`src/rtl/ps2_frame_rx.sv`:
```
// PS/2 device-to-host frame receiver: synchronises and filters the raw lines, deframes
// 11-bit frames, folds E0/F0 prefixes into flags and strobes one clean scan code per key event.
module ps2_frame_rx #(
    parameter int FILTER_LEN  = 6,
    parameter int TIMEOUT_CYC = 50000,
    parameter int CNT_W       = 16
) (
    input  logic       clk,
    input  logic       reset,
    input  logic       keyb_clk,
    input  logic       keyb_data,
    output logic [7:0] scan_code,
    output logic       code_valid,
    output logic       is_break,
    output logic       is_ext,
    output logic       frame_err
);

    localparam int HALF = FILTER_LEN / 2;

    localparam logic [1:0] IDLE  = 2'd0;
    localparam logic [1:0] RECV  = 2'd1;
    localparam logic [1:0] CHECK = 2'd2;

    localparam logic [CNT_W-1:0] TIMEOUT_VAL = CNT_W'(TIMEOUT_CYC);

    logic [1:0]            clk_sync;
    logic [1:0]            data_sync;
    logic [FILTER_LEN-1:0] filt;
    logic                  fall_pulse;
    logic                  data_bit;

    logic [1:0]       state;
    logic [3:0]       bit_cnt;
    logic [9:0]       shift;
    logic [CNT_W-1:0] tcnt;
    logic             ext_pend;
    logic             brk_pend;
    logic             frame_ok;

    always_ff @(posedge clk or posedge reset) begin
        if (reset) begin
            clk_sync  <= 2'b11;
            data_sync <= 2'b11;
            filt      <= '1;
        end else begin
            clk_sync  <= {clk_sync[0], keyb_clk};
            data_sync <= {data_sync[0], keyb_data};
            filt      <= {clk_sync[1], filt[FILTER_LEN-1:1]};
        end
    end

    // Newest sample sits at the MSB, so a settled low half above a settled high half is a clean fall.
    assign fall_pulse = (filt[FILTER_LEN-1:HALF] == '0) && (filt[HALF-1:0] == '1);
    assign data_bit   = data_sync[1];

    // shift[7:0] = data (LSB first), shift[8] = parity, shift[9] = stop
    assign frame_ok = (^shift[8:0]) & shift[9];

    always_ff @(posedge clk or posedge reset) begin
        if (reset) begin
            state      <= IDLE;
            bit_cnt    <= '0;
            shift      <= '0;
            tcnt       <= '0;
            ext_pend   <= 1'b0;
            brk_pend   <= 1'b0;
            scan_code  <= 8'h00;
            code_valid <= 1'b0;
            is_break   <= 1'b0;
            is_ext     <= 1'b0;
            frame_err  <= 1'b0;
        end else begin
            code_valid <= 1'b0;
            frame_err  <= 1'b0;
            case (state)
                IDLE: begin
                    if (fall_pulse && !data_bit) begin
                        state   <= RECV;
                        bit_cnt <= '0;
                        tcnt    <= '0;
                    end
                end
                RECV: begin
                    if (fall_pulse) begin
                        shift   <= {data_bit, shift[9:1]};
                        bit_cnt <= bit_cnt + 4'd1;
                        tcnt    <= '0;
                        if (bit_cnt == 4'd9) begin
                            state <= CHECK;
                        end
                    end else if (tcnt == TIMEOUT_VAL) begin
                        frame_err <= 1'b1;
                        ext_pend  <= 1'b0;
                        brk_pend  <= 1'b0;
                        state     <= IDLE;
                    end else begin
                        tcnt <= tcnt + 1'b1;
                    end
                end
                CHECK: begin
                    state <= IDLE;
                    if (!frame_ok) begin
                        frame_err <= 1'b1;
                        ext_pend  <= 1'b0;
                        brk_pend  <= 1'b0;
                    end else if (shift[7:0] == 8'hE0) begin
                        ext_pend <= 1'b1;
                    end else if (shift[7:0] == 8'hF0) begin
                        brk_pend <= 1'b1;
                    end else begin
                        scan_code  <= shift[7:0];
                        code_valid <= 1'b1;
                        is_break   <= brk_pend;
                        is_ext     <= ext_pend;
                        ext_pend   <= 1'b0;
                        brk_pend   <= 1'b0;
                    end
                end
                default: state <= IDLE;
            endcase
        end
    end

endmodule
```
`config.mk`:
```
export PLATFORM = sky130hd
export DESIGN_NAME = ps2_frame_rx
export DESIGN_NICKNAME = d
export VERILOG_FILES = /design/src/rtl/ps2_frame_rx.sv
export SDC_FILE = /design/constraint.sdc
export NUM_CORES = 1
export LEC_CHECK = 0
export ABC_AREA = 0
export BUFFER_PORTS_ARGS = -buffer_cell sky130_fd_sc_hd__buf_2
export CAP_MARGIN = 30
export CORE_UTILIZATION = 60
export CTS_BUF_LIST = sky130_fd_sc_hd__clkbuf_16
export DETAILED_ROUTE_END_ITERATION = 10
export GPL_ROUTABILITY_DRIVEN = 0
export GPL_TIMING_DRIVEN = 0
export PLACE_DENSITY = 0.79
export SYNTH_ARGS = -nofsm -noshare
export SYNTH_HDL_FRONTEND = slang
export SYNTH_SLANG_ARGS = --single-unit
```
`constraint.sdc`:
```
create_clock -name clk -period 2.95 [get_ports clk]
set_clock_uncertainty 0.15 [all_clocks]
set_input_delay 0.59 -clock clk [delete_from_list [all_inputs] [get_ports clk]]
set_output_delay 0.59 -clock clk [all_outputs]
set_load 0.05 [all_outputs]
```
## Word-level counts from Yosys, hierarchy flattened

Cells that the tools add are included.
Widths: inputs -> output; s select.

| word-level totals | value |
|---|---|
| logic and storage cells | 80 |
| output and inout port bits | 12 |
| register bits after elaboration | 56 |

| operators by class | value |
|---|---|
| equal/unequal tests | 16 |
| reductions and logical operators | 15 |
| bitwise gates (word level) | 3 |
| muxes and demuxes | 30 |
| $add $sub $neg | 2 |

Operators by type and width:

| cell | number |
|---|---|
| $mux 16 | 3 |
| $pmux 16 s2 | 1 |
| $add 16x1->16 const B | 1 |
| $eq 16x16->1 const B | 1 |
| $eq 8x8->1 const B | 2 |
| $mux 1 | 15 |
| $ne 3x3->1 const B | 4 |
| $reduce_and 4->1 | 3 |
| $reduce_and 3->1 | 3 |
| $reduce_xor 9->1 | 1 |
| $mux 2 | 4 |
| $mux 4 | 2 |
| $ne 2x2->1 const B | 4 |
| $pmux 4 s2 | 1 |
| $pmux 1 s2 | 3 |
| $add 4x1->4 const B | 1 |
| $eq 4x4->1 const B | 1 |
| $ne 4x4->1 const B | 1 |
| $pmux 2 s2 | 1 |
| $reduce_bool 2->1 | 2 |
| $eq 3x3->1 const B | 1 |
| $logic_not 3->1 | 1 |
| $eq 2x1->1 const B | 1 |
| $eq 2x2->1 const B | 1 |
| other kinds (6) | 8 |

## Longest topological paths before layout

Gate-level depths: netlist of the first run.

| logic depth | value |
|---|---|
| depth in word-level cells | 5 |
| gate-level depth with buffers | 9 |
| depth with buffers taken out | 7 |

## Worst setup path before layout of the first run

No wires, ideal clock.

| path | value |
|---|---|
| path kind | reg-to-reg |
| start | register shift[6] |
| end | register is_break |
| library setup time | 125 ps |
| stages on the path, launching flop included | 7 |
| data arrival time | 1980 ps |
| slack | 695 ps |
| cells stage by stage | dfrtp_1 -> ha_1 -> xnor3_1 -> xnor2_1 -> nor3_1 -> buf_2 -> mux2_2 |

| between the ends | value |
|---|---|
| longest elaborated chain between the ends | 3 |
| elaborated cells on any way between the ends | 7 |

RTL lines:

| what | line | source |
|---|---|---|
| start, declared | 35 | `logic [9:0] shift;` |
| start signal, assigned | 86 | `shift <= {data_bit, shift[9:1]};` |
| $reduce_xor 9->1 (tied with other cells) | 58 | `assign frame_ok = (^shift[8:0]) & shift[9];` |
| $and 1x1->1 / $not 1->1 (equally long branches) | n/a |  |
| $reduce_and 4->1 (no source line) * | n/a |  |
| end signal, assigned | 114 | `is_break <= brk_pend;` |
| end, declared | 14 | `output logic is_break,` |

Every way passes the cells marked *; elsewhere a longest branch is shown, timed or not.
A chain may end at the register's enable or synchronous reset.

## Worst setup path after layout of the first run

| path | value |
|---|---|
| start | register shift[6] |
| end | register scan_code[3] |

| between the ends | value |
|---|---|
| longest elaborated chain between the ends | 3 |
| elaborated cells on any way between the ends | 7 |

RTL lines:

| what | line | source |
|---|---|---|
| $reduce_xor 9->1 (tied with other cells) | 58 |  |
| $and 1x1->1 / $not 1->1 (equally long branches) | n/a |  |
| $reduce_and 4->1 (no source line) * | n/a |  |
| end signal, assigned | 112 | `scan_code <= shift[7:0];` |
| end, declared | 12 | `output logic [7:0] scan_code,` |

Marked as above.

==> out/summary.txt, run 1 <==
Die height - 68.6 µm
Final Hold Vio Count - 0
Post-Syn Area per Cell - 11.0 µm²
Area grow syn2layout - 12.4%
Leak Pwr - 1.37 nW
Routed len/inst - 15.7 µm
Row count - 23
Crit end category - flip-flop
Total track usage - 0.244
Final nets - 280
Max cap viols - 0
Number of DRC markers in iteration 0 - 159
Number of remaining DRC errors - 0
Max Slew Vio Count - 0
Top-Level Pins - 16
H-tree levels - 2
Seq/Total Area, Yosys - 0.532
Hold buffers post-CTS - 0
Hold_ws - 128 ps
Final Cycle Share - 0.879
DRT Pass-1 Iters - 4
Total gr overflow - 0
Vias in the first global route - 1799
Post-synth EDFFs - 0
Synth Instances - 241
First-pass GRT wire length - 8.23 mm
Slew @ Worst Pin - 465 ps
Worst r2r path cells - 6
WP data required - 2980 ps
Setup violators final - 0
Antenna violations before repair - 0
Slew Limit Headroom - 0.690
Antenna Cells - 0
Core area - 4120 µm²
Yosys warnings - 0
Routed WL - 4.95 mm
HPWL Detailed - 3.27 mm
Clock sink total - 56
Die area - 4700 µm²
Setup TNS - 0 ps
DR vias/cell - 5.89
Root buffer cell - clkbuf_16
Fin crit period - 2590 ps
Synth Area in Compound Gates - 0.0998
Post-route cell area - 2990 µm²
Via Count - 1854
Setup CP Type - reg2reg
Clk_lat worst skew - 290 ps
Xor/xnor share of the synthesized area - 0.0546
RSZ-0062 raised after global routing - no
Syn_nets - 257
Final antenna-violating net count - 0
Layout cell share with drive strength beyond 1 - 0.211
Ys flop type - dfrtp_1
Synth Area in Adders - 0.0565
Die Width - 68.6 µm
PortBufs - 15
CTS Buf Count - 5
CTS max path bufs - 2
Critical Path Start Type - flip-flop
#FFs+latches synth - 56
Pwr dens - 527 nW/µm²
Worst Hold Class - in2async
Post-CTS setup buffer count - 0
Run status - completed
Mux share of post-synthesis cell area - 0.0631
Netlist cell types - 47
Fmax - 386 MHz
CP arrival - 2620 ps
Largest family of logic cells by synthesized area - simple AND/OR/NAND/NOR gates
Initial Utilization - 0.646
Clock-pin slew on the worst setup and hold paths - 70 ps
Area after DPL - 2820 µm²
Fraction of registers with async set/reset - 1.00
Largest net degree at the start of global routing - 39
Worst VDD drop - 0.423 mV
CTS tree - yes
Mapped Area - 2660 µm²
Post-synthesis simple-gate area fraction - 0.156
CP Max Fanout - 10
Resize count post-CTS - 0
[power breakdown]
part | switching (mW) | internal (mW) | total [mW] | leakage [nW]
combinational | 0.0680 | 0.0307 | 0.0987 | 0.543
sequential | 0.0126 | 0.787 | 0.799 | 0.748
clock | 0.272 | 0.404 | 0.676 | 0.0804
total | 0.353 | 1.22 | 1.57 | 1.37
[state kept, by name, indices dropped and copies added, names as in the netlist]
register and cells:
frame_err 1, state 2, is_break 1, filt 6, ext_pend 1, clk_sync 2, brk_pend 1, shift 10
bit_cnt 4, tcnt 16, scan_code 8, code_valid 1, is_ext 1, data_sync 2
[stage by stage]
step | cells | setup WS (ps) | util | total power, mW
4_1_cts | 315 | 373 | 0.726 | 1.58
3_3_place_gp | 306 | 245 | 0.679 | 0.904
5_1_grt | 315 | 200 | 0.726 | 1.62
2_1_floorplan | 241 | 695 | - | 0.881
3_5_place_dp | 307 | 422 | 0.684 | 0.911
6_report | 315 | 356 | 0.726 | 1.57
[worst paths after layout]
| path | from | end | slack [ps] |
|---|---|---|---|
| worst max-delay path | shift[6]$_DFFE_PP0P_ | scan_code[3]$_DFFE_PP0P_ | 360 |
| worst min-delay path | reset | bit_cnt[0]$_DFFE_PP0P_ | 130 |
| max in group asynchronous | reset | tcnt[15]$_DFFE_PP0P_ | 2000 |
| min in group clk | clk_sync[0]$_DFF_PP1_ | clk_sync[1]$_DFF_PP1_ | 210 |
| worst max register to register | shift[6]$_DFFE_PP0P_ | scan_code[3]$_DFFE_PP0P_ | 360 |
| worst min register to register | clk_sync[0]$_DFF_PP1_ | clk_sync[1]$_DFF_PP1_ | 210 |
[cell usage in the layout (no fill, tap or decap), drive strengths merged, types with 5 or more instances in the layout]
cell type   n
a21oi       9
buf        20
clkbuf      7
dfrtp      46
dfstp      10
ha         12
inv        19
mux2       14
nand2      18
nand3       7
nor2       18
nor3       10
nor4b       5
o21ai      15
xnor2      13
[metal layers]
metal  share of wire  up-vias  track usage  wire length (µm)
li1                -      887            -                 -
met1            0.47      914        0.326              2300
met2            0.48       45        0.384              2380
met3           0.036        8       0.0674               176
met4           0.017        0       0.0833                83
met5               0        -            0                 0
[synthesized netlist by cell type, drive strengths merged, types with 3 or more instances]
library cell / n / area [µm²]
dfrtp: 46 / 1150
inv: 18 / 67.6
nand2: 18 / 67.6
nor2: 18 / 67.6
o21ai: 15 / 75.1
mux2: 14 / 158
xnor2: 13 / 114
ha: 12 / 150
dfstp: 10 / 263
nor3: 10 / 50.1
a21oi: 9 / 45.0
nand3: 7 / 35.0
nor4b: 5 / 43.8
buf: 4 / 26.3
nor3b: 3 / 22.5
nor4: 3 / 18.8
[layout make-up]
cell class / count / area, µm²
sequential: 56 / 1410
tap: 50 / 62.6
clock inverter: 3 / 46.3
buffer: 6 / 33.8
fill: 286 / 1130
inverter: 18 / 67.6
timing repair buffer: 16 / 95.1
multi-input combinational: 161 / 1140
clock buffer: 5 / 125
[critical path: stages, from the launching register on]
cell and delay (ps):
dfrtp_1 420, ha_1 290, xnor3_1 420, xnor2_1 180, nor3_1 330, buf_2 320, mux2_2 370
[logic make-up after synthesis]
kind of cell | Yosys count
AND/OR/NAND/NOR | 78
flip-flops | 56
AO/OA/AOI/OAI | 41
buffers and inverters | 24
XOR/XNOR | 15
multiplexers | 15
adder cells (fa/ha/maj) | 12
Power figures use the tool's default switching activity.
==> run 2: changes to the inputs <==
--- a/config.mk
+++ b/config.mk
@@ -8,12 +8,14 @@
 export ABC_AREA = 0
 export BUFFER_PORTS_ARGS = -buffer_cell sky130_fd_sc_hd__buf_2
 export CAP_MARGIN = 30
-export CORE_UTILIZATION = 60
+export CELL_PAD_IN_SITES_DETAIL_PLACEMENT = 0
+export CELL_PAD_IN_SITES_GLOBAL_PLACEMENT = 2
+export CORE_UTILIZATION = 40
 export CTS_BUF_LIST = sky130_fd_sc_hd__clkbuf_16
 export DETAILED_ROUTE_END_ITERATION = 10
 export GPL_ROUTABILITY_DRIVEN = 0
 export GPL_TIMING_DRIVEN = 0
-export PLACE_DENSITY = 0.79
+export PLACE_DENSITY_LB_ADDON = 0.1
 export SYNTH_ARGS = -nofsm -noshare
 export SYNTH_HDL_FRONTEND = slang
 export SYNTH_SLANG_ARGS = --single-unit
==> out/summary.txt, run 2 (same netlist as run 1, synthesis figures left out) <==
Final nets - 280
Biggest regs - tcnt x16, shift x10, scan_code x8
Commonest non-fill, non-tap cell in the layout - dfrtp_1
CP arrival - 2590 ps
Area grow syn2layout - 12.6%
Setup TNS - 0 ps
Fmax - 390 MHz
Core area - 6390 µm²
Antenna Cells - 0
Post-CTS setup buffer count - 0
RSZ-0062 raised after global routing - no
Crit end category - flip-flop
Max cap viols - 0
Routed len/inst - 14.9 µm
Final Cycle Share - 0.868
Antenna violations before repair - 0
Die area - 6970 µm²
Sequential Power Share - 0.537
Top-Level Pins - 16
Max reg flops - 16
Hold_ws - 143 ps
Final antenna-violating net count - 0
NetSw - 0.358 mW
Hold buffers post-CTS - 0
Power consumption - 1.49 mW
Root buffer cell - clkbuf_16
Clock sink total - 56
PortBufs - 15
Int Power - 1.13 mW
Comb power frac - 0.067
Clock-pin slew on the worst setup and hold paths - 70 ps
CTS Buf Count - 5
Number of DRC markers in iteration 0 - 94
CTS max path bufs - 2
CTS tree - yes
Clk_lat worst skew - 290 ps
Run status - completed
GRT busiest layer - met1
Pwr dens - 498 nW/µm²
Reg2reg setup slack - 390 ps
Via Count - 1819
DRT Pass-1 Iters - 4
Setup CP Type - reg2reg
Final Hold Vio Count - 0
WP data required - 2980 ps
Worst r2r path cells - 6
Number of remaining DRC errors - 0
Clock Power Share - 0.397
HPWL Detailed - 3.67 mm
Slew Limit Headroom - 0.671
Met2 Resource Use GR - 0.236
Max Slew Vio Count - 0
DR vias/cell - 5.32
M3 GR Usage - 0.0297
Leak Pwr - 1.37 nW
CP Max Fanout - 10
Switching share of power - 0.240
Slew @ Worst Pin - 488 ps
Vias in the first global route - 1762
Reg2reg start - shift[6]$_DFFE_PP0P_
Fin crit period - 2560 ps
Worst VDD drop - 0.323 mV
H-tree levels - 2
Resize count post-CTS - 0
Row count - 29
Setup violators final - 0
First-pass GRT wire length - 8.93 mm
Routed WL - 5.08 mm
Met1 usage in global routing - 0.239
Initial Utilization - 0.416
Layout cell share with drive strength beyond 1 - 0.208
Total track usage - 0.162
Most frequent cells in the layout - dfrtp_1 (46), nand2_1 (18), nor2_1 (18), buf_2 (18), inv_1 (18)
Die height - 83.5 µm
Die Width - 83.5 µm
Largest Register - tcnt
Critical Path Start Type - flip-flop
Worst Hold Class - in2async
RR Endpoint - scan_code[2]$_DFFE_PP0P_
Total gr overflow - 0
Largest net degree at the start of global routing - 39
## run 2: cell types whose count changed in the layout (fill, tap and decap cells not counted)
| cell | change |
|---|---|
| bufinv_16 | -1 |
| inv_1 | +1 |
| clkinvlp_4 | -1 |
| clkinv_2 | +1 |
## run 2: metrics by stage
step | worst slack [ps] | instance area (µm²) | util | instances
final | 389 | 2990 | 0.468 | 342
after global placement | 83.9 | 2830 | 0.443 | 333
after floorplan | 695 | 2660 | - | 241
after CTS | 365 | 2990 | 0.468 | 342
after detailed placement | 385 | 2850 | 0.446 | 334
after global routing | 224 | 2990 | 0.468 | 342
## run 2: cell type report
type	count	area, µm²
plain buffers	6	33.8
clock buffers	5	125
clock inverters	3	17.5
fillers	621	3390
inverters	18	67.6
multi-input cells	161	1140
flip-flops and latches	56	1410
well taps	77	96.3
repair buffers	16	95.1
## run 2: power groups by stage
stage                     combinational, mW  clock, mW  sequential [mW]
after global placement               0.0973          0            0.813
after CTS                             0.102      0.617            0.799
final                                0.0991      0.591            0.799
after floorplan                      0.0711          0            0.810
after global routing                  0.115      0.640            0.801
after detailed placement              0.101          0            0.814
## run 2: worst max-delay path: stages, from the launching register on
cell     delay [ps]
dfrtp_1         420
ha_1            290
xnor3_1         390
xnor2_1         170
nor3_1          320
buf_2           330
mux2_2          370
## run 2: layer usage
metal  routed length (µm)  vias up
met5                    0        -
met4                   88        0
met3                  142        6
met2                 2150       21
met1                 2700      894
li1                     -      898
## run 2: how the worst max path moves through the flow
stage          cells past startpoint                        to  slack, ps                  from
6_report                           6  scan_code[2]$_DFFE_PP0P_        390  shift[6]$_DFFE_PP0P_
5_1_grt                            6  scan_code[2]$_DFFE_PP0P_        220  shift[6]$_DFFE_PP0P_
3_3_place_gp                       2       tcnt[4]$_DFFE_PP0P_         80                 reset
3_5_place_dp                       6  scan_code[2]$_DFFE_PP0P_        390  shift[6]$_DFFE_PP0P_
4_1_cts                            6  scan_code[2]$_DFFE_PP0P_        360  shift[6]$_DFFE_PP0P_
2_1_floorplan                      6      is_break$_DFFE_PP0P_        690  shift[6]$_DFFE_PP0P_
==> run 3: changes to the inputs <==
--- a/config.mk
+++ b/config.mk
@@ -7,15 +7,16 @@
 export LEC_CHECK = 0
 export ABC_AREA = 0
 export BUFFER_PORTS_ARGS = -buffer_cell sky130_fd_sc_hd__buf_2
-export CAP_MARGIN = 30
 export CELL_PAD_IN_SITES_DETAIL_PLACEMENT = 0
 export CELL_PAD_IN_SITES_GLOBAL_PLACEMENT = 2
+export CORE_ASPECT_RATIO = 1.2
 export CORE_UTILIZATION = 40
 export CTS_BUF_LIST = sky130_fd_sc_hd__clkbuf_16
 export DETAILED_ROUTE_END_ITERATION = 10
 export GPL_ROUTABILITY_DRIVEN = 0
 export GPL_TIMING_DRIVEN = 0
 export PLACE_DENSITY_LB_ADDON = 0.1
+export SLEW_MARGIN = 20
 export SYNTH_ARGS = -nofsm -noshare
 export SYNTH_HDL_FRONTEND = slang
 export SYNTH_SLANG_ARGS = --single-unit
==> out/summary.txt, run 3 (same netlist as run 1, synthesis figures left out) <==
Initial Utilization - 0.415
Routed len/inst - 14.1 µm
H-tree levels - 2
CP arrival - 2490 ps
Most frequent cells in the layout - dfrtp_1 (46), nand2_1 (18), nor2_1 (18), buf_2 (18), inv_1 (18)
Int Power - 1.12 mW
Number of DRC markers in iteration 0 - 32
Area after DPL - 2840 µm²
Largest net degree at the start of global routing - 57
GRT busiest layer - met2
Row count - 32
Final nets - 279
WP data required - 2980 ps
HPWL Detailed - 3.43 mm
Max cap viols - 0
NetSw - 0.341 mW
Setup TNS - 0 ps
CTS Buf Count - 5
CP Max Fanout - 10
Leak Pwr - 1.35 nW
Worst VDD drop - 0.227 mV
Critical Path Start Type - flip-flop
Area of the multi-input gates - 1140 µm²
Non-Filler Instances - 349
Dpl cells - 341
Die area - 6980 µm²
Biggest regs - tcnt x16, shift x10, scan_code x8
Switching share of power - 0.233
Final antenna-violating net count - 0
RSZ-0062 raised after global routing - no
Critical path's largest stage delay - 410 ps
Layout cell share with drive strength beyond 1 - 0.201
Vias in the first global route - 1782
Antenna violations before repair - 0
Setup violators final - 0
Worst Hold Class - reg2reg
Setup CP Type - reg2reg
Antenna Cells - 0
Crit-path cells - ha_1, xnor3_1, xnor2_1, nor3_1, buf_2, mux2_2
DRT Pass-1 Iters - 4
Slew @ Worst Pin - 682 ps
Met1 usage in global routing - 0.205
Top-Level Pins - 16
CTS max path bufs - 2
DR vias/cell - 5.12
Register area - 1410 µm²
CP max stage cell - xnor3_1
Slew Limit Headroom - 0.546
Number of remaining DRC errors - 0
First-pass GRT wire length - 8.65 mm
Comb power frac - 0.065
Final Cycle Share - 0.836
Via Count - 1786
Core area - 6410 µm²
M3 GR Usage - 0.0211
Clk_lat worst skew - 290 ps
Max Slew Vio Count - 0
Routed WL - 4.92 mm
Area grow syn2layout - 12.2%
Pwr dens - 492 nW/µm²
Clock-pin slew on the worst setup and hold paths - 70 ps
PortBufs - 15
Fin crit period - 2470 ps
Fmax - 406 MHz
Max reg flops - 16
Root buffer cell - clkbuf_16
Clock Power Share - 0.389
Met2 Resource Use GR - 0.267
Total gr overflow - 0
Hold buffers post-CTS - 0
Run status - completed
Post-CTS setup buffer count - 0
Final Hold Vio Count - 0
Commonest non-fill, non-tap cell in the layout - dfrtp_1
CTS tree - yes
Post-route cell area - 2980 µm²
Fillcell total - 630
Resize count post-CTS - 0
Die Width - 76.4 µm
Total track usage - 0.159
Crit end category - flip-flop
Largest Register - tcnt
Utilization after layout - 0.465
Die height - 91.3 µm
Sequential Power Share - 0.545
Power consumption - 1.47 mW
Clock sink total - 56
[run 3: cell count changes in the layout (fill, tap and decap cells not counted)]
cell,change
clkinv_1,+1
inv_6,-1
buf_12,-1
inv_4,+1
inv_2,-1
clkinvlp_4,+1
clkinv_2,-1
[run 3: routing by layer]
layer	up-vias	part of all wire
li1	889	-
met1	867	0.47
met2	23	0.49
met3	7	0.019
met4	0	0.018
met5	-	0
[run 3: metrics by stage]
step	worst slack [ps]	hold slack (ps)
after floorplan	695	195
after global placement	85.7	196
after detailed placement	464	197
after CTS	455	207
after global routing	289	214
final	485	206
[run 3: layout make-up]
cell class                      instances  share of cell area
Clock buffer                            5              0.0420
Sequential cell                        56               0.474
Buffer                                  6              0.0113
Inverter                               18              0.0235
Clock inverter                          3             0.00504
Tap cell                               85              0.0357
Timing Repair Buffer                   15              0.0252
Multi-Input combinational cell        161               0.383
[run 3: worst paths after layout]
path	startpoint	endpoint	slack, ps	cells after the start
max	shift[6]$_DFFE_PP0P_	scan_code[4]$_DFFE_PP0P_	480	6
min	data_sync[0]$_DFF_PP1_	data_sync[1]$_DFF_PP1_	210	0
max reg2reg	shift[6]$_DFFE_PP0P_	scan_code[4]$_DFFE_PP0P_	480	6
min reg2reg	data_sync[0]$_DFF_PP1_	data_sync[1]$_DFF_PP1_	210	0
max in group asynchronous	reset	bit_cnt[1]$_DFFE_PP0P_	1940	2
min in group asynchronous	reset	shift[0]$_DFFE_PP0P_	250	2
[run 3: power by group through the flow]
stage          Clock, mW  Sequential, mW  Combinational [mW]
2_1_floorplan          0           0.810              0.0711
3_3_place_gp           0           0.814               0.100
3_5_place_dp           0           0.813              0.0997
4_1_cts            0.589           0.799               0.100
5_1_grt            0.620           0.801               0.111
6_report           0.570           0.799              0.0957
[run 3: worst max-delay path, delay by kind of cell, from the launching register on]
| kind | cells | cell delay, ps |
|---|---|---|
| buffers and inverters | 1 | 310 |
| DFF | 1 | 400 |
| xor gates and xnor gates | 2 | 580 |
| muxes | 1 | 360 |
| and+or+nand+nor | 1 | 260 |
| adders and majority gates | 1 | 280 |
